[src/rtl/frame_stop_pkg.sv]
// Shared constants for the frame stop sequencer: state encoding, default
// parameter values and a counter-width helper.
package frame_stop_pkg;

  localparam int STATE_W = 3;

  localparam logic [STATE_W-1:0] S_IDLE      = 3'd0;
  localparam logic [STATE_W-1:0] S_RUN       = 3'd1;
  localparam logic [STATE_W-1:0] S_WAIT_STOP = 3'd2;
  localparam logic [STATE_W-1:0] S_FROZEN    = 3'd3;
  localparam logic [STATE_W-1:0] S_WAIT_GO   = 3'd4;
  localparam logic [STATE_W-1:0] S_LOCKED    = 3'd5;

  localparam int DEF_SKIP_FRAMES = 1;
  localparam int DEF_TIMEOUT     = 16;
  localparam int DEF_CNT_W       = 16;

  // Bits needed to hold 0..max_val, never less than one.
  function automatic int width_for(input int max_val);
    return (max_val < 1) ? 1 : $clog2(max_val + 1);
  endfunction

endpackage

[src/rtl/fval_edge_detect.sv]
// Frame-valid edge tracker: registers iFVAL, flags the falling edge and
// remembers whether the current frame started while the sequencer was running.
module fval_edge_detect (
  input  logic i_clk,
  input  logic i_rst_n,
  input  logic i_fval,
  input  logic i_run,
  output logic o_fall,
  output logic o_frame_open
);

  logic r_fval_d;
  logic r_open;
  logic w_rise;

  assign w_rise = i_fval & ~r_fval_d;
  assign o_fall = ~i_fval & r_fval_d;

  // NOTE: clocked state uses non-blocking assignments so every register samples
  // the pre-edge values of the others, regardless of statement order.
  always_ff @(posedge i_clk) begin
    if (!i_rst_n) begin
      r_fval_d <= 1'b0;
      r_open   <= 1'b0;
    end else begin
      r_fval_d <= i_fval;
      // Only frames whose start was seen while running can later count.
      r_open   <= i_run & (w_rise | (r_open & ~o_fall));
    end
  end

  assign o_frame_open = r_open;

endmodule

[src/rtl/frame_stop_sequencer.sv]
// Stop/go initiator for the capture stop latch: freezes the buffer at a frame
// end after a number of skipped frames, then restarts capture on release.
module frame_stop_sequencer
  import frame_stop_pkg::*;
#(
  parameter int SKIP_FRAMES = DEF_SKIP_FRAMES,
  parameter int TIMEOUT     = DEF_TIMEOUT,
  parameter int CNT_W       = DEF_CNT_W
) (
  input  logic               iCLK,
  input  logic               iRST,
  input  logic               iFVAL,
  input  logic               iEnable,
  input  logic               iRelease,
  input  logic               iStopped,
  output logic               oStop,
  output logic               oGo,
  output logic               oFrameReady,
  output logic               oExtStop,
  output logic               oLocked,
  output logic [CNT_W-1:0]   oFrameCount,
  output logic [STATE_W-1:0] oState
);

  localparam int TIMER_W = width_for(TIMEOUT);
  localparam int SKIP_W  = width_for(SKIP_FRAMES);
  localparam logic [TIMER_W-1:0] TIMER_MAX = TIMER_W'(TIMEOUT);
  localparam logic [SKIP_W-1:0]  SKIP_LOAD = SKIP_W'(SKIP_FRAMES);

  logic [STATE_W-1:0] r_state, w_state_next;
  logic [TIMER_W-1:0] r_timer, w_timer_inc;
  logic [SKIP_W-1:0]  r_skip, w_skip_next;
  logic [CNT_W-1:0]   r_count;
  logic r_stop, r_go, r_ready, r_ext, r_locked;
  logic w_stop_next, w_go_next, w_ready_next, w_ext_next, w_locked_next;
  logic w_in_run, w_fall, w_frame_open, w_frame_end, w_timeout, w_retry;

  assign w_in_run = (r_state == S_RUN);

  fval_edge_detect u_edge (
    .i_clk        (iCLK),
    .i_rst_n      (iRST),
    .i_fval       (iFVAL),
    .i_run        (w_in_run),
    .o_fall       (w_fall),
    .o_frame_open (w_frame_open)
  );

  assign w_frame_end = w_in_run & w_fall & w_frame_open;
  assign w_timer_inc = (r_timer == TIMER_MAX) ? TIMER_MAX : r_timer + 1'b1;
  assign w_timeout   = (w_timer_inc == TIMER_MAX);

  // NOTE: every signal gets a default before the case so no path leaves one
  // unassigned, which would otherwise infer a latch.
  always_comb begin
    w_state_next  = r_state;
    w_skip_next   = r_skip;
    w_stop_next   = 1'b0;
    w_go_next     = 1'b0;
    w_ready_next  = r_ready;
    w_ext_next    = r_ext;
    w_locked_next = r_locked;
    w_retry       = 1'b0;
    case (r_state)
      S_IDLE: begin
        if (iEnable && !iStopped) begin
          w_state_next = S_RUN;
          w_skip_next  = SKIP_LOAD;
        end
      end
      S_RUN: begin
        // A frame end outranks both an external stop and a disable.
        if (w_frame_end) begin
          if (r_skip == '0) begin
            w_stop_next  = 1'b1;
            w_state_next = S_WAIT_STOP;
          end else begin
            w_skip_next = r_skip - 1'b1;
          end
        end else if (iStopped) begin
          w_state_next = S_FROZEN;
          w_ext_next   = 1'b1;
          w_ready_next = 1'b1;
        end else if (!iEnable) begin
          w_state_next = S_IDLE;
        end
      end
      S_WAIT_STOP: begin
        if (iStopped) begin
          w_state_next = S_FROZEN;
          w_ready_next = 1'b1;
        end else if (w_timeout) begin
          w_stop_next = 1'b1;
          w_retry     = 1'b1;
        end
      end
      S_FROZEN: begin
        if (iRelease) begin
          w_go_next    = 1'b1;
          w_ready_next = 1'b0;
          w_ext_next   = 1'b0;
          w_state_next = S_WAIT_GO;
        end
      end
      S_WAIT_GO: begin
        if (!iStopped) begin
          w_state_next = iEnable ? S_RUN : S_IDLE;
          w_skip_next  = SKIP_LOAD;
        end else if (w_timeout) begin
          w_state_next  = S_LOCKED;
          w_locked_next = 1'b1;
        end
      end
      S_LOCKED: begin
        w_state_next = S_LOCKED;
      end
      default: begin
        w_state_next = S_IDLE;
      end
    endcase
  end

  always_ff @(posedge iCLK) begin
    if (!iRST) begin
      r_state  <= S_IDLE;
      r_timer  <= '0;
      r_skip   <= SKIP_LOAD;
      r_count  <= '0;
      r_stop   <= 1'b0;
      r_go     <= 1'b0;
      r_ready  <= 1'b0;
      r_ext    <= 1'b0;
      r_locked <= 1'b0;
    end else begin
      r_state  <= w_state_next;
      r_skip   <= w_skip_next;
      r_stop   <= w_stop_next;
      r_go     <= w_go_next;
      r_ready  <= w_ready_next;
      r_ext    <= w_ext_next;
      r_locked <= w_locked_next;
      // Each state entry and each stop retry restarts the handshake window.
      r_timer  <= ((w_state_next != r_state) || w_retry) ? '0 : w_timer_inc;
      if (w_frame_end) begin
        r_count <= r_count + 1'b1;
      end
    end
  end

  assign oStop       = r_stop;
  assign oGo         = r_go;
  assign oFrameReady = r_ready;
  assign oExtStop    = r_ext;
  assign oLocked     = r_locked;
  assign oFrameCount = r_count;
  assign oState      = r_state;

endmodule

[config.mk]
export PLATFORM = sky130hd
export DESIGN_NAME = frame_stop_sequencer
export DESIGN_NICKNAME = d
export VERILOG_FILES = /design/src/rtl/frame_stop_pkg.sv /design/src/rtl/fval_edge_detect.sv /design/src/rtl/frame_stop_sequencer.sv
export SDC_FILE = /design/constraint.sdc
export NUM_CORES = 1
export LEC_CHECK = 0
export ABC_AREA = 1
export BUFFER_PORTS_ARGS = -buffer_cell sky130_fd_sc_hd__buf_2
export CAP_MARGIN = 20
export CORE_MARGIN = 1.5
export CORE_UTILIZATION = 30
export DETAILED_ROUTE_END_ITERATION = 12
export HOLD_SLACK_MARGIN = 0.08
export PLACE_DENSITY = 0.52
export SLEW_MARGIN = 30
export SYNTH_ARGS = -nofsm -noshare
export SYNTH_HDL_FRONTEND = slang
export SYNTH_SLANG_ARGS = --single-unit
[constraint.sdc]
create_clock -name iCLK -period 2.64 [get_ports iCLK]
set_input_delay 0.792 -clock iCLK [delete_from_list [all_inputs] [get_ports iCLK]]
set_output_delay 0.792 -clock iCLK [all_outputs]
set_load 0.05 [all_outputs]
* Word level (Yosys, flattened, before mapping)
Cells that the tools add are included.
** Word-level totals
- Bits in registers :: 32
- Input port bits :: 6
** Operators by class
- $add $sub $neg :: 3
- Eq/ne operators :: 14
- Multiplexer cells :: 31
- Bitwise operators :: 11
- Reduce and logical (&&, ||, !) cells :: 13
** Operator list (number)
- two-way mux 3 bit :: 9
- case mux 3 bit (6 select lines) :: 1
- adder 16 x 1 -> 16 bit (second input constant) :: 1
- two-way mux 1 bit :: 16
- inequality test 2 bit (second input constant) :: 6
- == test 5 bit (second input constant) :: 2
- AND reduction 4 bit :: 2
- bitwise AND 1 bit :: 6
- == test 3 x 2 -> 1 bit (second input constant) :: 2
- == test 3 bit (second input constant) :: 2
- case mux 1 bit (3 select lines) :: 2
- AND reduction 3 bit :: 2
- nonzero test 3 bit :: 2
- adder 5 x 1 -> 5 bit (second input constant) :: 1
- two-way mux 5 bit :: 1
- NOT 1 bit :: 4
- case mux 1 bit (2 select lines) :: 2
- == test 3 x 1 -> 1 bit (second input constant) :: 1
- zero test 3 bit :: 1
- inequality test 3 bit :: 1
- AND reduction 2 bit :: 1
- nonzero test 2 bit :: 1
- OR reduction 2 bit :: 1
- logical AND 1 bit :: 1
- other kinds (4) :: 4

* Longest topological paths before layout
- Word-level depth :: 9
- Mapped depth :: 13

* Hierarchy
Synthesis repeated with hierarchy kept, for this count alone.
** Unflattened totals
- Cells, all modules :: 255
- Area, all modules :: 1747.9 um^2
** By module, submodules not included
- frame_stop_sequencer :: times used 1, cells an instance 242, area an instance 1662.8 um^2, sequential area each 600.6 um^2
- fval_edge_detect :: times used 1, cells an instance 13, area an instance 85.1 um^2, sequential area each 40.0 um^2

* Worst setup path after synthesis
Ideal clock, no wire load.
- Kind :: input to register
- Start point :: in iFVAL
- End point :: reg r_count[15] (netlist: oFrameCount[15])
- Data arrival time :: 1.802 ns
- Data required time :: 2.521 ns
- Slack :: 0.719 ns
- Stages :: 9
- Buffers on the path :: 1
- Cells stage by stage :: inv_1 > nand3_1 > nor2_4 > buf_4 > nand4_2 > nor2_2 > nand2_1 > o21ai_1 > a21oi_1
** Between the ends
- Word-level cells in the longest chain between the ends :: 4
** RTL lines
- start, declared :: line frame_stop_sequencer.sv:12 : input logic iFVAL,
- NOT 1 bit :: line fval_edge_detect.sv:17 : assign o_fall = ~i_fval & r_fval_d;
- bitwise AND 1 bit :: line fval_edge_detect.sv:17
- bitwise AND 1 bit (2 in a row) :: line frame_stop_sequencer.sv:49 : assign w_frame_end = w_in_run & w_fall & w_frame_open;
- end signal, assigned :: line frame_stop_sequencer.sv:145 : r_count <= r_count + 1'b1;
- end, declared :: line frame_stop_sequencer.sv:33 : logic [CNT_W-1:0] r_count;
Every way passes these cells.
A chain may end at the register's enable or synchronous reset.

* Worst setup path in the final report
- Start point :: in iFVAL
- End point :: reg r_count[14] (netlist: oFrameCount[14])
Same word-level chain as after synthesis.

==> summary.md <==
| Metric | Value |
|---|---|
| Status | finished, final reports clean |
| Worst Skew | 3.35 ps |
| Worst setup margin | 651 ps |
| GRT Total Usage | 13.3% |
| Synth Area in XOR/XNOR | 2.17% |
| Pin count of the biggest net entering global routing | 15 |
| Via count | 1515 |
| Clock transition at path regs | 70 ps |
| Mean Syn Cell Area | 7.01 um2 |
| Vias in the first global route | 1347 |
| Power Dens Cells | 542 nW/um2 |
| Least-Margin Pin Slew | 481 ps |
| DR DRC count | 0 |
| Area leader, netlist | dfxtp_1 |
| Post-route setup TNS | 0 ps |
| Register area share after synthesis | 39.7% |
| Total gr overflow | 0 |
| Iter 0 DRT Violations | 72 |
| Starting density of the core | 31.4% |
| Hold worst-path end | oLocked$_SDFFE_PN0P_ |
| RSZ-0062 raised after global routing | false |
| Max Slew Vio Count | 0 |
| Kind of start point of the critical path | input port |
| Worst reg2reg path endpoint | oFrameCount[14]$_SDFFE_PN0P_ |
| Critical path required time | 2820 ps |
| Die W | 76.3 um |
| Crit-path max FO | 13 |
| Die area | 5820 um2 |
| Delay-heaviest family, CP | simple AND/OR/NAND/NOR gates |
| Clock buffer depth | 2 |
| Initial antenna violation count | 0 |
| Worst reg2reg path depth | 9 |
| Multi-input combinational cell area | 836 um2 |
| Reg2reg start | oState[0]$_SDFF_PN0_ |
| Multiplexer share of the synthesized area | 0% |
| Post-route minimum period | 1990 ps |
| CTS Sinks | 32 |
| HP Start | oLocked$_SDFFE_PN0P_ |
| Antenna Cells | 0 |
| CTS Buf Count | 5 |
| Core area | 5140 um2 |
| Worst Path Arrival | 2170 ps |
| DRT antenna net count | 0 |
| Top post-synthesis cells by area | dfxtp_1, nand2_1, nor2_1 |
| GPL Wtd Cong | 0.850 |
| Pre-antenna DRT Iters | 4 |
| Area share of the largest cell type after synthesis | 39.7% |
| Syn-to-layout area delta | 18.8% |
| Most frequent cells in the layout | nand2_1, nor2_1, dfxtp_1 |
| Synth Area in Adders | 2.33% |
| Post-synthesis compound-gate area fraction | 10.6% |
| DP Worst Slack | 347 ps |
| Reg2reg setup slack | 860 ps |
| # IOs | 30 |
| Nets | 271 |
| Post-CTS setup repair buffer count | 0 |
| Cts repair resizes | 0 |
| DR WL/cell | 11.0 um |
| Lkg Pwr | 0.000855 uW |
| Die Y-Extent | 76.3 um |
| Ys Warns | 0 |
| CTS tree | built |
| FP Rows | 26 |
| # fillers | 573 |
| Worst hold path type | reg -> reg |
| Share of layout cells above drive strength 1 | 19.0% |
| Slowest stage delay, CP | 330 ps |
| Clock latency on the worst-skew pair | 280 ps |
| Post-Synth Simple-Gate Area | 36.7% |
| First-pass GRT wire length | 6180 um |
| Syn Inst Count | 230 |
| Max_cap viols | 0 |
| H-tree depth | 2 |
| Synthesized flop and latch total | 32 |
| CTS root buf | clkbuf_8 |
| Highest clock rate | 0.503 GHz |
| Hold Violations, Final | 0 |
| Fin crit share | 75.3% |
| Post-DP HPWL | 2660 um |
| Routed WL | 3670 um |
| Critical path endpoint category | flop |
| Slew margin rel. | 67.9% |
| Crit-path slowest cell | nor2_4 |
| # hold bufs at CTS | 0 |
| Yosys cell types | 28 |
| WS Path Type | in -> reg |
| Mapped Area | 1610 um2 |
| Main combinational cell family by area after synthesis | simple AND/OR/NAND/NOR gates |
| Most common cell after layout, fill and taps aside | nand2_1 |
| Seq. cell area | 641 um2 |
| Crit path cell chain | buf_2 -> inv_1 -> nand3_1 -> nor2_4 -> inv_2 -> nor2_4 -> nand3_2 -> nor3_2 -> nand2_1 -> nand2_1 -> nor2_1 |
| Syn Nets | 239 |
| Vias per cell | 4.55 |
| Buffers & Inverters on Critical Path | 3 |
| Worst Hold Depth | 2 |
| Worst VDD drop | 0.000263 V |
| IO Port Bufs | 29 |
| # setup viols final | 0 |
worst max-delay path by stage:
| stage | cells past startpoint | startpoint | end |
|---|---|---|---|
| 2_1_floorplan | 9 | iFVAL | oFrameCount[15]$_SDFFE_PN0P_ |
| 3_3_place_gp | 9 | iFVAL | oFrameCount[9]$_SDFFE_PN0P_ |
| 3_5_place_dp | 11 | iFVAL | oFrameCount[14]$_SDFFE_PN0P_ |
| 4_1_cts | 11 | iFVAL | oFrameCount[14]$_SDFFE_PN0P_ |
| 5_1_grt | 9 | iFVAL | oFrameCount[9]$_SDFFE_PN0P_ |
| 6_report | 11 | iFVAL | oFrameCount[14]$_SDFFE_PN0P_ |
metal layers:
metal | global-route usage (%) | routed length (um)
met1 | 17.5 | 1840
met5 | 0 | 0
met3 | 3.23 | 149
met2 | 20.4 | 1620
met4 | 5.93 | 62
stage by stage:
| step | instance area (um2) | util (%) | total power [uW] | hold slack (ps) | instances |
|---|---|---|---|---|---|
| floorplan | 1610 | - | 630 | 436 | 230 |
| global placement | 1830 | 35.5 | 661 | 440 | 325 |
| detailed placement | 1830 | 35.5 | 660 | 443 | 325 |
| CTS | 1920 | 37.3 | 1050 | 453 | 333 |
| global route | 1920 | 37.3 | 1100 | 493 | 333 |
| finish | 1920 | 37.3 | 1040 | 449 | 333 |
where the power goes:
part	internal, uW	total (uW)	switching, uW
Clock	212	388	176
Combinational	41.9	132	90.0
Sequential	499	518	18.3
Total	754	1040	284
area by class of cell:
type                    instances  area share (%)
inverters                      31            6.07
flip-flops and latches         32            33.4
well taps                      70            4.57
clock buffers                   8            4.70
repair buffers                 29            7.58
multi-input cells             163            43.6
sequential cells by signal, indices dropped and copies added, names as in the netlist:
| name | flops |
|---|---|
| oState | 3 |
| oFrameCount | 16 |
| oFrameReady | 1 |
| oExtStop | 1 |
| oStop | 1 |
| u_edge.r_fval_d | 1 |
| r_skip | 1 |
| u_edge.o_frame_open | 1 |
| r_timer | 5 |
| oLocked | 1 |
| oGo | 1 |
kinds of logic after synthesis:
kind of cell / after synthesis
AO/OA/AOI/OAI: 30
XOR/XNOR: 4
adder cells (fa/ha/maj): 3
buffers and inverters: 35
flip-flops: 32
AND/OR/NAND/NOR: 126
cell usage after synthesis:
cell and count:
nand2_1 48, nor2_1 33, dfxtp_1 32, inv_1 28, nand3_1 17, a21oi_1 14, nand4_1 7, nor3_1 6
o21ai_0 6, nor2_2 5, xnor2_1 4, ha_1 3, inv_2 3, nand3_2 3, o21a_1 3, a211oi_1 2
a31oi_1 2, clkbuf_1 2, nor2_4 2, nor3b_1 2, buf_2 1, buf_4 1, nand3b_1 1, nand4_2 1
nor3_2 1, o2111ai_1 1, o211ai_1 1, o21ai_1 1
worst register-to-register path: stages, from the launching register on:
cell     delay, ps
dfxtp_1        510
nand3_2        180
nor2_4         290
inv_2          120
nor2_4         120
nand3_2        120
nor3_2         160
nand2_1         80
nand2_1         60
nor2_1          40
No activity file was read; power rests on OpenSTA's default activity.
